### config.mk
export PLATFORM = sky130hd
export DESIGN_NAME = ahb_front_port_slice
export DESIGN_NICKNAME = d
export VERILOG_FILES = /design/src/rtl/ahb_front_port_slice.sv
export SDC_FILE = /design/constraint.sdc
export NUM_CORES = 1
export LEC_CHECK = 0
export ABC_AREA = 1
export CAP_MARGIN = 0
export CORE_UTILIZATION = 30
export DETAILED_ROUTE_END_ITERATION = 7
export SYNTH_ARGS = -nofsm -noshare
export SYNTH_HDL_FRONTEND = slang
export SYNTH_SLANG_ARGS = --single-unit
### constraint.sdc
create_clock -name clock -period 1.6 [get_ports clock]
set_input_delay 0.4 -clock clock [delete_from_list [all_inputs] [get_ports clock]]
set_output_delay 0.4 -clock clock [all_outputs]
set_load 0.1 [all_outputs]
### src/rtl/ahb_front_port_slice.sv
// ahb_front_port_slice
//
// AHB-Lite register slice placed directly in front of the AHB front-port-to-TileLink bridge.
// Every upstream NONSEQ/SEQ transfer is captured and re-issued downstream as a single
// NONSEQ/SINGLE transfer from registers, which cuts all combinational paths between the SoC
// bus and the bridge. A transfer costs two upstream wait states, plus one for every bridge
// wait state. At most one transfer is ever outstanding on the downstream port.
//
// Ports
//   clock, reset_n      block clock (rising edge) and asynchronous active-low reset
//   s_h*                upstream AHB-Lite slave port (from the external master)
//                       s_hburst is ignored; bursts are split into singles
//   m_h*                downstream AHB-Lite master port (into the bridge)
//                       m_hburst is always SINGLE, m_hready mirrors m_hreadyout
module ahb_front_port_slice #(
  parameter int unsigned ADDR_W = 32,
  parameter int unsigned DATA_W = 32
) (
  input  logic              clock,
  input  logic              reset_n,
  // Upstream slave port
  input  logic              s_hsel,
  input  logic [ADDR_W-1:0] s_haddr,
  input  logic [1:0]        s_htrans,
  input  logic              s_hwrite,
  input  logic [2:0]        s_hsize,
  input  logic [2:0]        s_hburst,
  input  logic [3:0]        s_hprot,
  input  logic              s_hmastlock,
  input  logic              s_hready,
  input  logic [DATA_W-1:0] s_hwdata,
  output logic              s_hreadyout,
  output logic              s_hresp,
  output logic [DATA_W-1:0] s_hrdata,
  // Downstream master port
  output logic              m_hsel,
  output logic [ADDR_W-1:0] m_haddr,
  output logic [1:0]        m_htrans,
  output logic              m_hwrite,
  output logic [2:0]        m_hsize,
  output logic [2:0]        m_hburst,
  output logic [3:0]        m_hprot,
  output logic              m_hmastlock,
  output logic              m_hready,
  output logic [DATA_W-1:0] m_hwdata,
  input  logic              m_hreadyout,
  input  logic              m_hresp,
  input  logic [DATA_W-1:0] m_hrdata
);

  typedef enum logic [2:0] {
    StIdle,
    StIssue,
    StData,
    StDone,
    StErr1,
    StErr2
  } state_e;

  state_e state_q, state_d;

  // Latched address-phase controls of the transfer being forwarded.
  logic [ADDR_W-1:0] addr_q, addr_d;
  logic              write_q, write_d;
  logic [2:0]        size_q, size_d;
  logic [3:0]        prot_q, prot_d;
  logic              lock_q, lock_d;

  logic [DATA_W-1:0] wdata_q, wdata_d;
  logic [DATA_W-1:0] rdata_q, rdata_d;

  // Output flops decoded from the next state so every port is driven straight from a register.
  logic issue_q, issue_d;
  logic ready_q, ready_d;
  logic resp_q, resp_d;

  logic accept;
  logic take;

  // HTRANS[0] only separates NONSEQ from SEQ and BUSY from IDLE; neither matters here.
  logic unused_inputs;
  assign unused_inputs = ^{s_hburst, s_htrans[0]};

  assign accept = s_hsel & s_htrans[1] & s_hready;

  // Next-state logic
  always_comb begin
    state_d = state_q;
    wdata_d = wdata_q;
    rdata_d = rdata_q;
    take    = 1'b0;

    unique case (state_q)
      StIdle: begin
        if (accept) begin
          take    = 1'b1;
          state_d = StIssue;
        end
      end
      StIssue: begin
        // The upstream data phase overlaps ISSUE, so keep sampling until the bridge moves on.
        wdata_d = s_hwdata;
        if (m_hreadyout) begin
          state_d = StData;
        end
      end
      StData: begin
        // The first cycle of a two-cycle error has m_hreadyout low and is treated as a wait.
        if (m_hreadyout) begin
          if (m_hresp) begin
            state_d = StErr1;
          end else begin
            rdata_d = m_hrdata;
            state_d = StDone;
          end
        end
      end
      StDone, StErr2: begin
        if (accept) begin
          take    = 1'b1;
          state_d = StIssue;
        end else begin
          state_d = StIdle;
        end
      end
      StErr1: begin
        state_d = StErr2;
      end
      default: begin
        state_d = StIdle;
      end
    endcase
  end

  // Address-phase capture
  always_comb begin
    addr_d  = addr_q;
    write_d = write_q;
    size_d  = size_q;
    prot_d  = prot_q;
    lock_d  = lock_q;
    if (take) begin
      addr_d  = s_haddr;
      write_d = s_hwrite;
      size_d  = s_hsize;
      prot_d  = s_hprot;
      lock_d  = s_hmastlock;
    end
  end

  // Registered output decode
  always_comb begin
    issue_d = (state_d == StIssue);
    ready_d = (state_d == StIdle) | (state_d == StDone) | (state_d == StErr2);
    resp_d  = (state_d == StErr1) | (state_d == StErr2);
  end

  always_ff @(posedge clock or negedge reset_n) begin
    if (!reset_n) begin
      state_q <= StIdle;
      addr_q  <= '0;
      write_q <= 1'b0;
      size_q  <= '0;
      prot_q  <= '0;
      lock_q  <= 1'b0;
      wdata_q <= '0;
      rdata_q <= '0;
      issue_q <= 1'b0;
      ready_q <= 1'b1;
      resp_q  <= 1'b0;
    end else begin
      state_q <= state_d;
      addr_q  <= addr_d;
      write_q <= write_d;
      size_q  <= size_d;
      prot_q  <= prot_d;
      lock_q  <= lock_d;
      wdata_q <= wdata_d;
      rdata_q <= rdata_d;
      issue_q <= issue_d;
      ready_q <= ready_d;
      resp_q  <= resp_d;
    end
  end

  // Upstream outputs
  assign s_hreadyout = ready_q;
  assign s_hresp     = resp_q;
  assign s_hrdata    = rdata_q;

  // Downstream outputs
  assign m_hsel      = issue_q;
  assign m_htrans    = {issue_q, 1'b0};
  assign m_haddr     = addr_q;
  assign m_hwrite    = write_q;
  assign m_hsize     = size_q;
  assign m_hburst    = 3'b000;
  assign m_hprot     = prot_q;
  assign m_hmastlock = lock_q;
  assign m_hwdata    = wdata_q;
  assign m_hready    = m_hreadyout;

endmodule

## Yosys cells after proc, flatten, opt, wreduce, memory -nomap -nowiden

Cells that the tools add are included.

| storage, ports and cells | value |
|---|---|
| register bits | 111 |
| bits of input ports | 116 |
| output and inout port bits | 114 |
| logic and storage cells | 39 |

| cells by class | value |
|---|---|
| equal/unequal tests | 9 |
| mux-type cells | 8 |
| bitwise operators | 6 |
| reductions and logical operators | 5 |

Operators with widths:

| kind | number |
|---|---|
| $pmux W3 S5 | 1 |
| $eq A3 B3 Y1 const B | 4 |
| $mux W3 | 4 |
| $eq A3 B2 Y1 const B | 3 |
| $eq A3 B1 Y1 const B | 2 |
| $logic_not A3 Y1 | 2 |
| $mux W1 | 3 |
| $or A1 B1 Y1 | 3 |
| $reduce_and A3 Y1 | 1 |
| $reduce_or A3 Y1 | 1 |
| $and A1 B1 Y1 | 2 |
| $reduce_or A2 Y1 | 1 |
| $not A1 Y1 | 1 |

## Longest topological paths before layout

| logic depth | value |
|---|---|
| depth in word-level cells | 7 |
| mapped depth | 8 |
| mapped depth without buffers | 8 |

## Least setup slack after synthesis

OpenSTA, ideal clock, no wires.

| timing path | value |
|---|---|
| path type | register to output |
| from | reg issue_q (netlist: m_hsel) |
| to | out m_htrans[1] |
| data arrival time | 1.324 ns |
| path slack | -0.124 ns |
| stages on the path, launching flop included | 2 |
| path buffers | 1 |
| path through | dfrtp_1 > buf_4 |

RTL lines:

| item | RTL line | RTL |
|---|---|---|
| start: declaration | 73 | `logic issue_q, issue_d;` |
| start signal: assignment | 180 | `issue_q <= issue_d;` |
| end: declaration | 38 | `output logic [1:0] m_htrans,` |

No word-level cell between the ends.

## Worst setup path after layout

| timing path | value |
|---|---|
| from | in s_hready |
| to | reg addr_q[30] (netlist: m_haddr[30]) |

| on the way | value |
|---|---|
| cells in the longest elaborated chain, start to end | 3 |

RTL lines:

| item | RTL line | RTL |
|---|---|---|
| start: declaration | 30 | `input logic s_hready,` |
| $and A1 B1 Y1 | 84 | `assign accept = s_hsel & s_htrans[1] & s_hready;` |
| $mux W1 | 95, 119 |  |
| $mux W1 | -- |  |
| end signal: assignment | 173 | `addr_q <= addr_d;` |
| end: declaration | 63 | `logic [ADDR_W-1:0] addr_q, addr_d;` |

No other way between the ends.
A chain may end at the register's enable or synchronous reset.

==> impl_metrics.py <==
metrics = {
    "status": {
        "status": "complete, no violations",
    },
    "sta": {
        "maxClockFrequency_ghz": 0.651,
        "tns_ns": 0,
        "finalHoldViolCount": 0,
        "finalCritPeriodShare_pct": 96.1,
        "clock_skew_ns": 0.00451,
        "setup_viol": 0,
        "layout_min_cycle_time_ns": 1.54,
        "slew_violations": 0,
    },
    "synthesis": {
        "synth_warnings": 0,
        "synth_area_sq_mm": 0.00437,
        "syn_area_per_cell_sq_um": 8.79,
        "synthDistinctLibCells": 17,
        "synth_seq_cells": 111,
        "synthCells": 497,
        "ys_seq_area_share_pct": 63.6,
    },
    "routing": {
        "postRouteAntennaNets": 0,
        "avgViaCountPerCell": 4.29,
        "num_vias": 3905,
        "wl_per_cell_um": 13.6,
        "drtPass1Iterations": 5,
        "drt_iter0_markers": 131,
        "routed_wl_um": 12300,
        "drc_errors": 0,
    },
    "layout": {
        "nets": 840,
        "fin_util_pct": 58.7,
        "syn2layout_area_growth_pct": 88.9,
        "final.fill_count": 1146,
        "layout-drive-gt1-share_pct": 20.3,
        "final_cells": 910,
    },
    "global_route": {
        "grt_max_degree": 57,
        "grt_pass1_wl_um": 19200,
        "track_usage_pct": 16.7,
        "grt_pass1_vias": 3922,
        "antenna_found_initial": 0,
        "grt_overflow": 0,
    },
    "place": {
        "dp_cells": 889,
        "io_buffers": 221,
        "gp_congestion": 0.746,
        "dpl.hpwl_um": 9390,
    },
    "setup_path": {
        "path_depth": 6,
        "crit_fanout": 28,
        "startpoint_type": "primary input",
        "arrival_ns": 1.75,
        "critPathMaxStageDelay_ns": 0.49,
        "startpoint": "s_hready",
        "worstPathCellList": "clkdlybuf4s50_1 > nand3_1 > o31ai_4 > buf_4 > clkbuf_16 > o21ai_0",
        "worst_setup_path_end_kind": "register",
        "cp.buffers_inverters": 3,
        "path_class": "primary input to register",
        "r2r_cells": 6,
        "reg2reg_slack_ns": 0.15,
        "r2r-start": "state_q[0]",
        "r2r_end": "m_haddr[30]",
        "cp.required_ns": 1.82,
        "path_delay_family": "buffers and inverters",
        "cpMaxStageDelayCell": "clkdlybuf4s50_1",
    },
    "clocking": {
        "cts_made_buffers": 9,
        "cts_buffer_depth": 2,
        "cts_tree": "yes",
        "clk_pin_slew_worst_paths_ns": 0.07,
        "root_buffer": "clkbuf_16",
        "cts-htree-levels": 3,
        "clock_sinks": 111,
        "clk_latency_ns": 0.34,
    },
    "floorplanning": {
        "io_pins": 230,
        "coreArea_sq_mm": 0.0140,
        "die_area_sq_mm": 0.0150,
        "start_util_pct": 31.1,
        "num_rows": 43,
        "die_y_um": 123,
        "die_w_um": 123,
    },
    "min_path": {
        "hold_class": "primary input to async pin",
    },
    "run": {
        "maxCapViolations": 0,
    },
}
## worst register-to-register path: stages (launching register included)
cell and delay [ns]:
dfrtp_1 0.43, nor2_2 0.11, inv_1 0.09, o31ai_4 0.25, buf_4 0.16, clkbuf_16 0.18, o21ai_0 0.10
## flip-flops by register name, indices dropped and copies added (netlist names), 3 cells and up
| signal | cells |
|---|---|
| m_haddr | 32 |
| m_hsize | 3 |
| m_hprot | 4 |
| s_hrdata | 32 |
| state_q | 3 |
| m_hwdata | 32 |
## worst max path at each step
stage                        to
finish              m_haddr[30]
global route        m_haddr[15]
CTS                  m_hprot[3]
detailed placement  m_haddr[11]
global placement     m_hprot[2]
floorplan           m_htrans[1]
## cells by family (layout without fill, tap and decap cells)
kind of cell / count (synthesis) / in the layout / share of synthesized area [%]
simple gates: 262 / 262 / 23.0
flops: 111 / 111 / 63.6
buf+inv: 80 / 309 / 7.94
compound gates: 43 / 43 / 5.30
other cells: 1 / 5 / 0.0859
## metrics by stage
step	hold slack, ns	setup WS, ns	cell area (sq um)
after floorplan	0.104	0.163	4380
after global placement	0.275	-0.308	7930
after detailed placement	0.277	-0.332	7930
after CTS	0.446	0.0308	8200
after global routing	0.486	-0.0239	8250
final	0.457	0.0631	8250
## cells in the mapped netlist
| master | n | area, sq um |
|---|---|---|
| dfstp_2 | 1 | 26.3 |
| inv_1 | 54 | 203 |
| conb_1 | 1 | 3.75 |
| nand2_1 | 247 | 927 |
| buf_2 | 4 | 20.0 |
| o21ai_0 | 35 | 175 |
| nor3_1 | 1 | 5.00 |
| nor2_1 | 7 | 26.3 |
| nand4_1 | 2 | 12.5 |
| o31ai_4 | 1 | 21.3 |
| o21ai_1 | 7 | 35.0 |
| nand3_1 | 3 | 15.0 |
| nand3_2 | 2 | 20.0 |
| dfrtp_1 | 110 | 2750 |
| clkbuf_1 | 9 | 33.8 |
| buf_4 | 10 | 75.1 |
| clkbuf_2 | 3 | 15.0 |
## final cells by class
type	count	area (sq um)	share of cell area [%]
Timing Repair Buffer	239	3520	42.7
Sequential cell	111	2780	33.7
Multi-Input combinational cell	309	1260	15.3
Clock buffer	14	244	2.96
Tap cell	180	225	2.73
Inverter	54	203	2.46
Clock inverter	2	10.0	0.121
Antenna cell	1	2.50	0.0303
## cells in the final DEF, fill, tap and decap left out, drive strengths merged, types with 2 or more instances in the layout
master,n
nand3,5
clkinv,2
nor2,7
inv,54
dfrtp,110
clkbuf,15
buf,127
o21ai,42
nand2,247
nand4,2
clkdlybuf4s50,109
conb,4
## repair_timing
action | 4_1_cts | 5_1_grt
pin swaps | 0 | 1
setup buffers | 0 | 2
endpoints found under the hold margin | 12 | 0
setup endpoints to repair | 1 | 34
hold buffers | 1 | 0
resized for setup | 2 | 4
gates cloned | 0 | 1
## routing by layer
layer	vias to the layer above	global-route usage (%)	routed length [um]
met4	0	6.48	227
met1	1791	19.6	4950
met2	160	27.6	6030
met5	-	0	0
li1	1937	-	-
met3	17	6.09	1140
Power is not shown: default switching activity piles up to over one toggle a cycle in this logic, so the estimate is an artifact.
